[src/rtl/count_seq_ctrl_pkg.sv]
// Shared types and sizes for the count sequencer and its BCD converter.
package count_seq_pkg;

  localparam int CNT_W   = 7;
  localparam int BCD_W   = 4;
  localparam int DD_ITER = 7;
  localparam int SR_W    = 2 * BCD_W + CNT_W;

  typedef enum logic [1:0] {IDLE, RUN, CONV, DONE} state_e;

  // One double-dabble iteration: bias nibbles >= 5 by 3, then shift left.
  function automatic logic [SR_W-1:0] dd_step(input logic [SR_W-1:0] s);
    logic [SR_W-1:0] t;
    t = s;
    if (t[SR_W-BCD_W-1 -: BCD_W] >= 4'd5) t[SR_W-BCD_W-1 -: BCD_W] = t[SR_W-BCD_W-1 -: BCD_W] + 4'd3;
    if (t[SR_W-1 -: BCD_W] >= 4'd5) t[SR_W-1 -: BCD_W] = t[SR_W-1 -: BCD_W] + 4'd3;
    return {t[SR_W-2:0], 1'b0};
  endfunction

endpackage

[src/rtl/count_seq_ctrl_if.sv]
// Control/result bundle between a host (master) and the count sequencer (slave).
interface count_seq_ctrl_if;
  import count_seq_pkg::*;

  logic             start;
  logic [CNT_W-1:0] max_count;
  logic             abort;
  logic             bcd_ready;
  logic             busy;
  logic [CNT_W-1:0] count_out;
  logic [BCD_W-1:0] bcd_tens;
  logic [BCD_W-1:0] bcd_ones;
  logic             bcd_valid;

  modport master (
    output start, max_count, abort, bcd_ready,
    input  busy, count_out, bcd_tens, bcd_ones, bcd_valid
  );

  modport slave (
    input  start, max_count, abort, bcd_ready,
    output busy, count_out, bcd_tens, bcd_ones, bcd_valid
  );

endinterface

[src/rtl/count_seq_ctrl_bin2bcd.sv]
// Sequential double-dabble: load a 7-bit value, done pulses with the digits
// on the 7th iteration cycle so the caller can register them on that edge.
module bin2bcd_seq_7
  import count_seq_pkg::*;
(
  input  logic             clk,
  input  logic             rst_n,
  input  logic             load,
  input  logic [CNT_W-1:0] value,
  output logic             done,
  output logic [BCD_W-1:0] tens,
  output logic [BCD_W-1:0] ones
);

  logic [SR_W-1:0] shift_q, shift_d, shift_next;
  logic [2:0]      iter_q, iter_d;
  logic            active_q, active_d;

  // A new load restarts the unit, so a stale run can never raise done.
  always_comb begin
    shift_next = dd_step(shift_q);
    shift_d    = shift_q;
    iter_d     = iter_q;
    active_d   = active_q;
    done       = 1'b0;
    if (load) begin
      shift_d  = {{(2*BCD_W){1'b0}}, value};
      iter_d   = '0;
      active_d = 1'b1;
    end else if (active_q) begin
      shift_d = shift_next;
      iter_d  = iter_q + 3'd1;
      if (iter_q == 3'(DD_ITER - 1)) begin
        active_d = 1'b0;
        done     = 1'b1;
      end
    end
  end

  always_ff @(posedge clk or negedge rst_n) begin
    if (!rst_n) begin
      shift_q  <= '0;
      iter_q   <= '0;
      active_q <= 1'b0;
    end else begin
      shift_q  <= shift_d;
      iter_q   <= iter_d;
      active_q <= active_d;
    end
  end

  assign tens = shift_next[SR_W-1 -: BCD_W];
  assign ones = shift_next[SR_W-BCD_W-1 -: BCD_W];

endmodule

[src/rtl/count_seq_ctrl.sv]
// Count sequencer: counts 0..target at a prescaled rate, converts to BCD, hands off.
// COUNT_SEQ_AUTO_RESTART_EN: after the handshake, restart counting instead of idling.
module count_seq_ctrl
  import count_seq_pkg::*;
#(
  parameter int TICK_DIV  = 1,
  parameter int MAX_LIMIT = 99
) (
  input logic             CLK,
  input logic             RST_N,
  count_seq_ctrl_if.slave bus
);

  localparam logic [7:0]       PRESC_LAST = 8'(TICK_DIV - 1);
  localparam logic [CNT_W-1:0] LIMIT      = CNT_W'(MAX_LIMIT);

  state_e           state_q, state_d;
  logic [7:0]       presc_q, presc_d;
  logic [CNT_W-1:0] count_q, count_d;
  logic [CNT_W-1:0] target_q, target_d;
  logic [BCD_W-1:0] tens_q, tens_d;
  logic [BCD_W-1:0] ones_q, ones_d;
  logic             valid_q, valid_d;
  logic             load_q, load_d;
  logic             dd_done;
  logic [BCD_W-1:0] dd_tens, dd_ones;

  // load_q marks the first CONV cycle, when the converter captures count_q.
  bin2bcd_seq_7 u_bin2bcd (
    .clk   (CLK),
    .rst_n (RST_N),
    .load  (load_q),
    .value (count_q),
    .done  (dd_done),
    .tens  (dd_tens),
    .ones  (dd_ones)
  );

  always_comb begin
    state_d  = state_q;
    presc_d  = presc_q;
    count_d  = count_q;
    target_d = target_q;
    tens_d   = tens_q;
    ones_d   = ones_q;
    valid_d  = valid_q;
    load_d   = 1'b0;
    if (bus.abort) begin
      state_d = IDLE;
      valid_d = 1'b0;
      presc_d = '0;
    end else begin
      case (state_q)
        IDLE: begin
          if (bus.start) begin
            target_d = (bus.max_count > LIMIT) ? LIMIT : bus.max_count;
            count_d  = '0;
            presc_d  = '0;
            state_d  = RUN;
          end
        end
        RUN: begin
          if (count_q == target_q) begin
            state_d = CONV;
            load_d  = 1'b1;
          end else if (presc_q == PRESC_LAST) begin
            presc_d = '0;
            count_d = count_q + CNT_W'(1);
          end else begin
            presc_d = presc_q + 8'd1;
          end
        end
        CONV: begin
          if (dd_done) begin
            tens_d  = dd_tens;
            ones_d  = dd_ones;
            valid_d = 1'b1;
            state_d = DONE;
          end
        end
        DONE: begin
          if (valid_q && bus.bcd_ready) begin
            valid_d = 1'b0;
`ifdef COUNT_SEQ_AUTO_RESTART_EN
            count_d = '0;
            presc_d = '0;
            state_d = RUN;
`else
            state_d = IDLE;
`endif
          end
        end
        default: state_d = IDLE;
      endcase
    end
  end

  always_ff @(posedge CLK or negedge RST_N) begin
    if (!RST_N) begin
      state_q  <= IDLE;
      presc_q  <= '0;
      count_q  <= '0;
      target_q <= '0;
      tens_q   <= '0;
      ones_q   <= '0;
      valid_q  <= 1'b0;
      load_q   <= 1'b0;
    end else begin
      state_q  <= state_d;
      presc_q  <= presc_d;
      count_q  <= count_d;
      target_q <= target_d;
      tens_q   <= tens_d;
      ones_q   <= ones_d;
      valid_q  <= valid_d;
      load_q   <= load_d;
    end
  end

  assign bus.busy      = (state_q != IDLE);
  assign bus.count_out = count_q;
  assign bus.bcd_tens  = tens_q;
  assign bus.bcd_ones  = ones_q;
  assign bus.bcd_valid = valid_q;

endmodule

[src/flat_wrapper.sv]
// flat-port wrapper written by rule: the top's interface ports become plain ports
module count_seq_ctrl_flat import count_seq_pkg::*;
#(
  parameter int TICK_DIV  = 1,
  parameter int MAX_LIMIT = 99
)
  (CLK, RST_N, bus_start, bus_max_count, bus_abort, bus_bcd_ready, bus_busy, bus_count_out, bus_bcd_tens, bus_bcd_ones, bus_bcd_valid);
  count_seq_ctrl_if bus_i ();
  input logic CLK;
  input logic RST_N;
  input wire logic [$bits(bus_i.start)-1:0] bus_start;
  input wire logic [$bits(bus_i.max_count)-1:0] bus_max_count;
  input wire logic [$bits(bus_i.abort)-1:0] bus_abort;
  input wire logic [$bits(bus_i.bcd_ready)-1:0] bus_bcd_ready;
  output wire logic [$bits(bus_i.busy)-1:0] bus_busy;
  output wire logic [$bits(bus_i.count_out)-1:0] bus_count_out;
  output wire logic [$bits(bus_i.bcd_tens)-1:0] bus_bcd_tens;
  output wire logic [$bits(bus_i.bcd_ones)-1:0] bus_bcd_ones;
  output wire logic [$bits(bus_i.bcd_valid)-1:0] bus_bcd_valid;
  assign bus_i.start = bus_start;
  assign bus_i.max_count = bus_max_count;
  assign bus_i.abort = bus_abort;
  assign bus_i.bcd_ready = bus_bcd_ready;
  assign bus_busy = bus_i.busy;
  assign bus_count_out = bus_i.count_out;
  assign bus_bcd_tens = bus_i.bcd_tens;
  assign bus_bcd_ones = bus_i.bcd_ones;
  assign bus_bcd_valid = bus_i.bcd_valid;
  count_seq_ctrl #(.TICK_DIV(TICK_DIV), .MAX_LIMIT(MAX_LIMIT)) u_core (.CLK(CLK), .RST_N(RST_N), .bus(bus_i));
endmodule
[config.mk]
export PLATFORM = sky130hd
export DESIGN_NAME = count_seq_ctrl_flat
export DESIGN_NICKNAME = d
export VERILOG_FILES = /design/src/rtl/count_seq_ctrl_pkg.sv /design/src/rtl/count_seq_ctrl_if.sv /design/src/rtl/count_seq_ctrl_bin2bcd.sv /design/src/rtl/count_seq_ctrl.sv /design/src/flat_wrapper.sv
export SDC_FILE = /design/constraint.sdc
export NUM_CORES = 1
export LEC_CHECK = 0
export CAP_MARGIN = 20
export CORE_ASPECT_RATIO = 0.75
export CORE_MARGIN = 2
export CORE_UTILIZATION = 35
export DETAILED_ROUTE_END_ITERATION = 7
export GPL_ROUTABILITY_DRIVEN = 0
export GPL_TIMING_DRIVEN = 1
export HOLD_SLACK_MARGIN = 0.06
export MAX_ROUTING_LAYER = met4
export REMOVE_ABC_BUFFERS = 1
export SYNTH_ARGS = -nofsm -noshare
export SYNTH_HDL_FRONTEND = slang
export SYNTH_SLANG_ARGS = --single-unit
[constraint.sdc]
create_clock -name CLK -period 2.47 [get_ports CLK]
set_input_delay 0.494 -clock CLK [delete_from_list [all_inputs] [get_ports CLK]]
set_output_delay 0.494 -clock CLK [all_outputs]
set_load 0.02 [all_outputs]
==> results.md, run 1 <==
- Among cell families on the critical path, the largest total delay comes from buffers and inverters.
- The worst slew margin relative to its limit is 0.548.
- The via density per instance is roughly 5.1.
- The post-synthesis xor/xnor area fraction is 0.0336.
- TritonCTS built the clock tree.
- The commonest register cell after synthesis is dfrtp_1.
- Of the cells placed in the final design, the portion with a size suffix greater than 1 is 0.114.
- The quantity of hold-fixing buffers added after cts is 0.
- Setup repair after global routing left no endpoint under its margin.
- The met2 layer usage reported by global route is 0.220.
- The total count of hold-check failures in the final report is 0.
- The critical path's slowest cell is clkdlybuf4s50_1.
- The power per cell area is between 800 and 900 nW/µm².
- The largest net degree at the start of global routing is 54.
- Sorting the synthesized cells by how often they occur yields 53 x dfrtp_1, 36 x nand2_1, 27 x nor2_1, 24 x o21ai_0, 16 x a21oi_1.
- The min-delay analysis places its worst path in the category input port to asynchronous set/reset pin.
- Data on the critical path is required at its endpoint by 1980 ps.
- The number of global-route vias before repair is 2,196.
- The root buffer cell is clkbuf_8.
- The clock skew is 6.16 ps.
- For this design the top-level I/O count stands at 29.
- The post-place instance area is 3340 µm².
- The sequential fraction of the synthesis area is 0.463.
- The run finished with clean final reports.
- During placement, the flow inserted port buffers numbering 28.
- The total track usage is 0.158.
- The synthesized design spends more area on one cell type than any other, namely dfrtp_1.
- The dominant combinational cell family by area after synthesis is simple AND/OR/NAND/NOR gates.
- The final core area utilization is 0.433.
- The dominant cell type by count on the critical path is inv_1.
- The area growth from synthesis to final layout is 19.6%.
- Of the total synthesized cell area, the portion taken by full adders, half adders and majority gates is 0.0568.
- The area of the placeable core is 7920 µm².
- Fill cells in the final layout number 799.
- The post-CTS setup buffer count is 0.
- The mean post-synth cell area is 9.49 µm².
- The total overflow left after global routing is 0.
- The iteration count of the initial detailed-routing pass is 4.
- The cell area after synthesis is 2870 µm².
- The maximum clock frequency is 0.433 GHz.
- The most congested layer reported by global routing is met1.
- dfrtp_1 is the most common cell in the netlist.
- In the finished design, the share of the clock period the worst path needs comes to 0.935.
- The count of unresolved DRC violations after routing is 0.
- After the first detailed-routing iteration, the DRC count stood at 165.
- The analysis attributes to cell leakage a power of 0.00149 µW.
- The maximum buffer depth of the clock tree is 2.
- The floorplan has 28 rows.
- 0 antenna diodes ended up in the layout.
- Counting distinct cell types in the post-synthesis netlist gives 46.
- The count of pins over their slew limit came to 0.
- The maximum resistive drop on vdd is 545 µV.
- After clock tree synthesis, the repair step resized 0 gates.
- The total wire length is 6.24 mm.
- The initial antenna violation count is 0.
- The worst setup path is of the register to primary output kind.
- In this run, CTS created clock tree buffers numbering 5.
- The final-report setup violation count is 0.
- After the last flow step, the layout net total stands at 366.
- The placed instance count is 439.
- The die extent in y is 82.4 µm.
- The wire length per cell is between 10 and 15 µm.
- At the later pin of the worst-skew pair, clock insertion delay measures about 310 ps.
- The post-synthesis compound-gate area fraction is 0.148.
- In this run the remaining antenna-violating nets after routing total 0.
- Counting flops with a built-in enable in the synthesized netlist gives 0.
- The routing usage on met1 is 0.234.
- After legalization and detailed placement, the total HPWL measured 4.62 mm.
- The multiplexer share of the synthesized area is 0.0681.
- In the final layout, flip-flops and latches occupy around 1300 µm².
- The register clock-pin slew on the reported worst setup and hold paths is 100 ps.
- The cell count after synthesis came out at 302.
- Together, buffers and inverters on the worst path number 3.
- The total via count after detailed routing is 2,283.
- The first-pass GRT wire length is 10.8 mm.
- The synthesized-area fraction occupied by and/or/nand/nor cells is 0.193.
- The total of warnings raised by yosys is 0.
- The initial standard-cell utilization of the core is 0.362.
- The routed design could run at a clock period as short as 2310 ps.
- The floorplan die area is 8930 µm².
- Summing all multi-input logic gate instances after layout gives 1430 µm².
- The number of synthesized register bits is 53.
- Max-cap violations in this run came to 0.
- Summing all non-filler instances in the final layout gives an area of 3430 µm².
- STA classifies the critical path startpoint as a register.
- The setup TNS is 0 ps.
- In this run the horizontal extent of the chip is 108 µm.
- The share of async-settable or async-resettable flops after synthesis is 1.00.
- The met3 demand-to-capacity share in global routing is 0.0322.
- The endpoint class of the critical path is a primary output.
- The clock tree synthesis step divided the H-tree into 2 levels.
- Once layout is complete, the cells apart from fillers number around 450.
- On the worst path, the slowest cell contributes a delay of between 600 and 700 ps.
- CTS saw 53 sinks.
- Sorting the synthesized cells by area gives the leading types as dfrtp_1 46%, ha_1 5.7%, mux2i_1 5.2%, nand2_1 4.7%, o21ai_0 4.2%.
- Along the worst path, the maximum fanout reaches 4.
- For the pin with the worst max-slew slack, the measured transition is 678 ps.
- The area share of the leading cell type in the synthesized netlist is 0.463.
- For the worst setup path, the data arrival time is 1820 ps.
- The critical path goes through inv_1 > ha_1 > inv_1 > clkdlybuf4s50_1.
[worst register-to-register path: cells and delay by family (launching register included)]
family	cells	cell delay (ps)
buffers and inverters	1	80
and+or+nand+nor	2	830
DFF	1	430
AOI/OAI and AO/OA	3	710
adders and majority gates	1	130
[report_power, final]
| part | switching, µW | leakage, µW | internal, µW |
|---|---|---|---|
| Combinational | 635 | 0.000750 | 561 |
| Sequential | 207 | 0.000699 | 1070 |
| Clock | 299 | 0.0000456 | 203 |
| Total | 1140 | 0.00149 | 1840 |
[registers in the layout, indices dropped and copies added, names as in the netlist]
| signal | count |
|---|---|
| u_core.u_bin2bcd.active_q | 1 |
| u_core.bus.bcd_ones | 4 |
| u_core.u_bin2bcd.shift_q | 15 |
| u_core.bus.count_out | 7 |
| u_core.state_q | 2 |
| u_core.load_q | 1 |
| u_core.target_q | 7 |
| u_core.presc_q | 8 |
| u_core.u_bin2bcd.iter_q | 3 |
| u_core.bus.bcd_tens | 4 |
| u_core.bus.bcd_valid | 1 |
[per-stage QoR]
step | total power [µW] | worst slack (ps) | hold WS, ps
4_1_cts | 3010 | 150 | 324
3_3_place_gp | 2470 | 199 | 479
3_5_place_dp | 2500 | 157 | 482
6_report | 2980 | 160 | 290
2_1_floorplan | 2070 | 325 | 198
5_1_grt | 3220 | 62.3 | 356
[cell families (layout without fill, tap and decap cells)]
family                   after synthesis  in the layout
AO/OA/AOI/OAI                         67             67
flip-flops                            53             53
AND/OR/NAND/NOR                      113            113
adder cells (fa/ha/maj)               13             13
XOR/XNOR                              11             11
buffers and inverters                 26             66
multiplexers                          19             19
[per-layer routing]
layer | vias up | wire length (µm)
li1 | 1133 | -
met1 | 1102 | 3360
met2 | 41 | 2530
met3 | 7 | 281
met4 | 0 | 74
met5 | - | 0
[layout make-up]
| cell class | instances | area share |
|---|---|---|
| Timing Repair Buffer | 45 | 0.118 |
| Sequential cell | 53 | 0.387 |
| Clock inverter | 2 | 0.00402 |
| Clock buffer | 6 | 0.0212 |
| Inverter | 13 | 0.0142 |
| Tap cell | 105 | 0.0383 |
| Multi-Input combinational cell | 223 | 0.418 |
[cells in the final DEF, fill, tap and decap left out, types with 2 or more instances in the layout]
| master | n |
|---|---|
| a211oi_1 | 3 |
| a21o_1 | 3 |
| a21oi_1 | 16 |
| a311oi_1 | 2 |
| a31oi_1 | 4 |
| buf_4 | 17 |
| clkbuf_8 | 5 |
| clkdlybuf4s50_1 | 27 |
| dfrtp_1 | 53 |
| ha_1 | 13 |
| inv_1 | 13 |
| mux2_2 | 4 |
| mux2i_1 | 15 |
| nand2_1 | 36 |
| nand2b_1 | 9 |
| nand3_1 | 14 |
| nand4_1 | 4 |
| nor2_1 | 27 |
| nor2b_1 | 2 |
| nor3_1 | 4 |
| nor3b_1 | 4 |
| o21ai_0 | 24 |
| o22a_1 | 3 |
| o31ai_1 | 3 |
| o32ai_1 | 2 |
| or2_2 | 3 |
| xnor2_1 | 10 |
[path summary, 6_finish.rpt]
kind	slack (ps)	startpoint	to	cells after the start
worst max-delay path	160	u_core.state_q[0]	bus_busy	4
worst min-delay path	290	RST_N	u_core.bus.bcd_ones[1]	2
worst max register to register	180	u_core.presc_q[0]	u_core.bus.count_out[6]	7
worst min register to register	500	u_core.target_q[4]	u_core.target_q[4]	2
max in group asynchronous	1720	RST_N	u_core.state_q[1]	2
min in group CLK	500	u_core.target_q[4]	u_core.target_q[4]	2
(Power assumes the default switching activity.)
==> inputs of run 2 (changes only) <==
--- a/config.mk
+++ b/config.mk
@@ -7,7 +7,6 @@
 export LEC_CHECK = 0
 export CAP_MARGIN = 20
 export CORE_ASPECT_RATIO = 0.75
-export CORE_MARGIN = 2
 export CORE_UTILIZATION = 35
 export DETAILED_ROUTE_END_ITERATION = 7
 export GPL_ROUTABILITY_DRIVEN = 0
==> results.md, run 2 (synthesis gave the netlist of run 1 again) <==
- The area of the placeable core is 7920 µm² (unchanged).
- The post-place instance area is 3320 µm² (was 3340 µm²).
- The fraction of final layout cells sized beyond drive strength 1 is 0.107 (was 0.114).
- The post-layout instance area is 3440 µm² (was 3430 µm²).
- The via density per instance came to 5.04 (was 5.11).
- The slew at the pin with the worst max-slew slack was 391 ps (was 678 ps).
- The half-perimeter wire length of the detailed placement result is 4.35 mm (was 4.62 mm).
- The worst path arrival time is 1770 ps (was 1820 ps).
- The maximum level of the CTS H-tree is 2 (unchanged).
- The register clock-pin slew on the reported worst setup and hold paths was 90 ps (was 100 ps).
- The maximum buffer depth of the clock tree is 2 (unchanged).
- The root buffer cell is clkbuf_8 (unchanged).
- The number of standard-cell rows in the floorplan is 28 (unchanged).
- The maximum resistive drop on vdd is 387 µV (was 545 µV).
- The number of max-cap violations is 0 (unchanged).
- The overall die width was 106 µm (was 108 µm).
- The flip-flop count of the largest register, all copies and words added is 15 (unchanged).
- The overall overflow remaining after global route is 0 (unchanged).
- Registers with the most flip-flops: u_core.u_bin2bcd.shift_q x15, u_core.presc_q x8 (unchanged).
- Commonest cells after routing, fill and taps aside: 53 x dfrtp_1, 36 x nand2_1, 27 x nor2_1, 27 x clkdlybuf4s50_1, 24 x o21ai_0 (unchanged).
- The total track usage is 0.155 (was 0.158).
- The initial antenna violation count is 0 (unchanged).
- The data required time at the worst endpoint is 1980 ps (about the same).
- The clock skew is 12.1 ps (was 6.16 ps).
- Result of the run: complete, no violations (unchanged).
- The number of antenna repair diodes is 0 (unchanged).
- The initial standard-cell utilization of the core is 0.362 (unchanged).
- The maximum net fanout on the critical path is 4 (unchanged).
- The worst-case register-to-register setup slack was 280 ps (was 180 ps).
- The number of global-route vias before repair was 2,042 (was 2,196).
- The reg-to-reg startpoint is u_core.presc_q[0] (unchanged).
- The number of DRC violations after detailed-routing iteration 0 is 112 (was 165).
- The number of ports placed on the die boundary came to 29 (unchanged).
- The number of gates resized after cts is 0 (unchanged).
- The count of unresolved DRC violations after routing was 0 (unchanged).
- The total via count after detailed routing is 2,231 (was 2,283).
- The number of antenna-violating nets in the routed design is 0 (unchanged).
- The iteration count of the initial detailed-routing pass was 5 (was 4).
- The largest net degree at the start of global routing is 54 (unchanged).
- The most common library cell in the layout ignoring fill and taps is dfrtp_1 (unchanged).
- The quantity of hold-fixing buffers added after cts is 0 (unchanged).
- The leakage power of the design is 0.00149 µW (about the same).
- The first-pass GRT wire length was 10.1 mm (was 10.8 mm).
- The floorplan die area was 8560 µm² (was 8930 µm²).
- The count of pins over their slew limit is 0 (unchanged).
- The endpoint class of the critical path was a primary output (unchanged).
- The count of clock tree sinks came to 53 (unchanged).
- The post-CTS setup buffer count was 0 (unchanged).
- The period utilization was 0.916 (was 0.935).
- Unrepaired setup endpoints after global routing: no (unchanged).
- The number of buffers created by CTS is 5 (unchanged).
- The power per cell area was 887 nW/µm² (was 869 nW/µm²).
- The post-layout net count is 362 (was 366).
- The launch point of the critical path is u_core.state_q[0] (unchanged).
- The CTS tree is built (unchanged).
- The total wire length was 5.95 mm (was 6.24 mm).
- The final-report setup violation count is 0 (unchanged).
- The die extent in y is 80.4 µm (was 82.4 µm).
- The critical setup path kind is register to primary output (unchanged).
- The count of input and output buffers came to 28 (unchanged).
- The worst slew margin relative to its limit is 0.732 (was 0.548).
- The wire length per cell is 13.4 µm (was 14.0 µm).
- The maximum clock frequency was 0.442 GHz (was 0.433 GHz).
- The setup TNS is 0 ps (unchanged).
- The kind of path behind the tightest hold check is input port to asynchronous set/reset pin (unchanged).
- The area growth from synthesis to final layout is 20.2% (was 19.6%).
- The kind of start point of the critical path is a register (unchanged).
- The largest register by flop count is u_core.u_bin2bcd.shift_q (unchanged).
- The worst-skew pair later-pin latency is 310 ps (about the same).
- The minimum clock period after layout is 2260 ps (was 2310 ps).
- The total count of hold-check failures in the final report is 0 (unchanged).
## run 2: changes by cell type in the layout (fill, tap and decap cells not counted)
cell,change
buf_4,-5
buf_12,+1
bufinv_16,+1
clkbuf_1,-1
clkbuf_8,+1
clkinv_2,-1
clkinvlp_4,+1
inv_6,-1
## run 2: report_power, final
group          internal, µW  switching, µW  total (µW)
registers              1070            216        1290
logic                   531            617        1150
clock network           330            287         617
## run 2: path summary, 6_finish.rpt
check                                               end  cells after the start
setup reg to reg                u_core.bus.count_out[6]                      7
setup / recovery                               bus_busy                      4
hold reg to reg                      u_core.target_q[2]                      2
max in group asynchronous        u_core.bus.bcd_ones[0]                      2
min in group CLK                     u_core.target_q[2]                      2
hold / removal             u_core.u_bin2bcd.shift_q[10]                      2
## run 2: area by class of cell
cell class | instances | area, µm²
fillers | 794 | 4470
clock buffers | 6 | 82.6
flip-flops and latches | 53 | 1330
clock inverters | 2 | 37.5
well taps | 105 | 131
inverters | 13 | 48.8
repair buffers | 41 | 385
multi-input cells | 223 | 1430
## run 2: layer usage
metal  track usage  up-vias  share of wire
met5             -        -              0
met4        0.0370        0         0.0074
met3        0.0308        4          0.047
met2         0.216       54           0.40
met1         0.230     1047           0.54
li1              -     1126              -
## run 2: worst max-delay path: stages, from the launching register on
cell	delay (ps)
dfrtp_1	400
inv_1	80
ha_1	250
inv_1	130
clkdlybuf4s50_1	610
## run 2: through the flow
stage / utilization / power (µW) / cells / hold WS (ps) / worst slack (ps)
finish: 0.435 / 3050 / 443 / 158 / 208
global route: 0.435 / 3280 / 443 / 179 / 85.1
CTS: 0.435 / 3070 / 443 / 174 / 198
detailed placement: 0.420 / 2450 / 435 / 482 / 231
global placement: 0.420 / 2420 / 435 / 481 / 295
floorplan: - / 2070 / 289 / 198 / 325
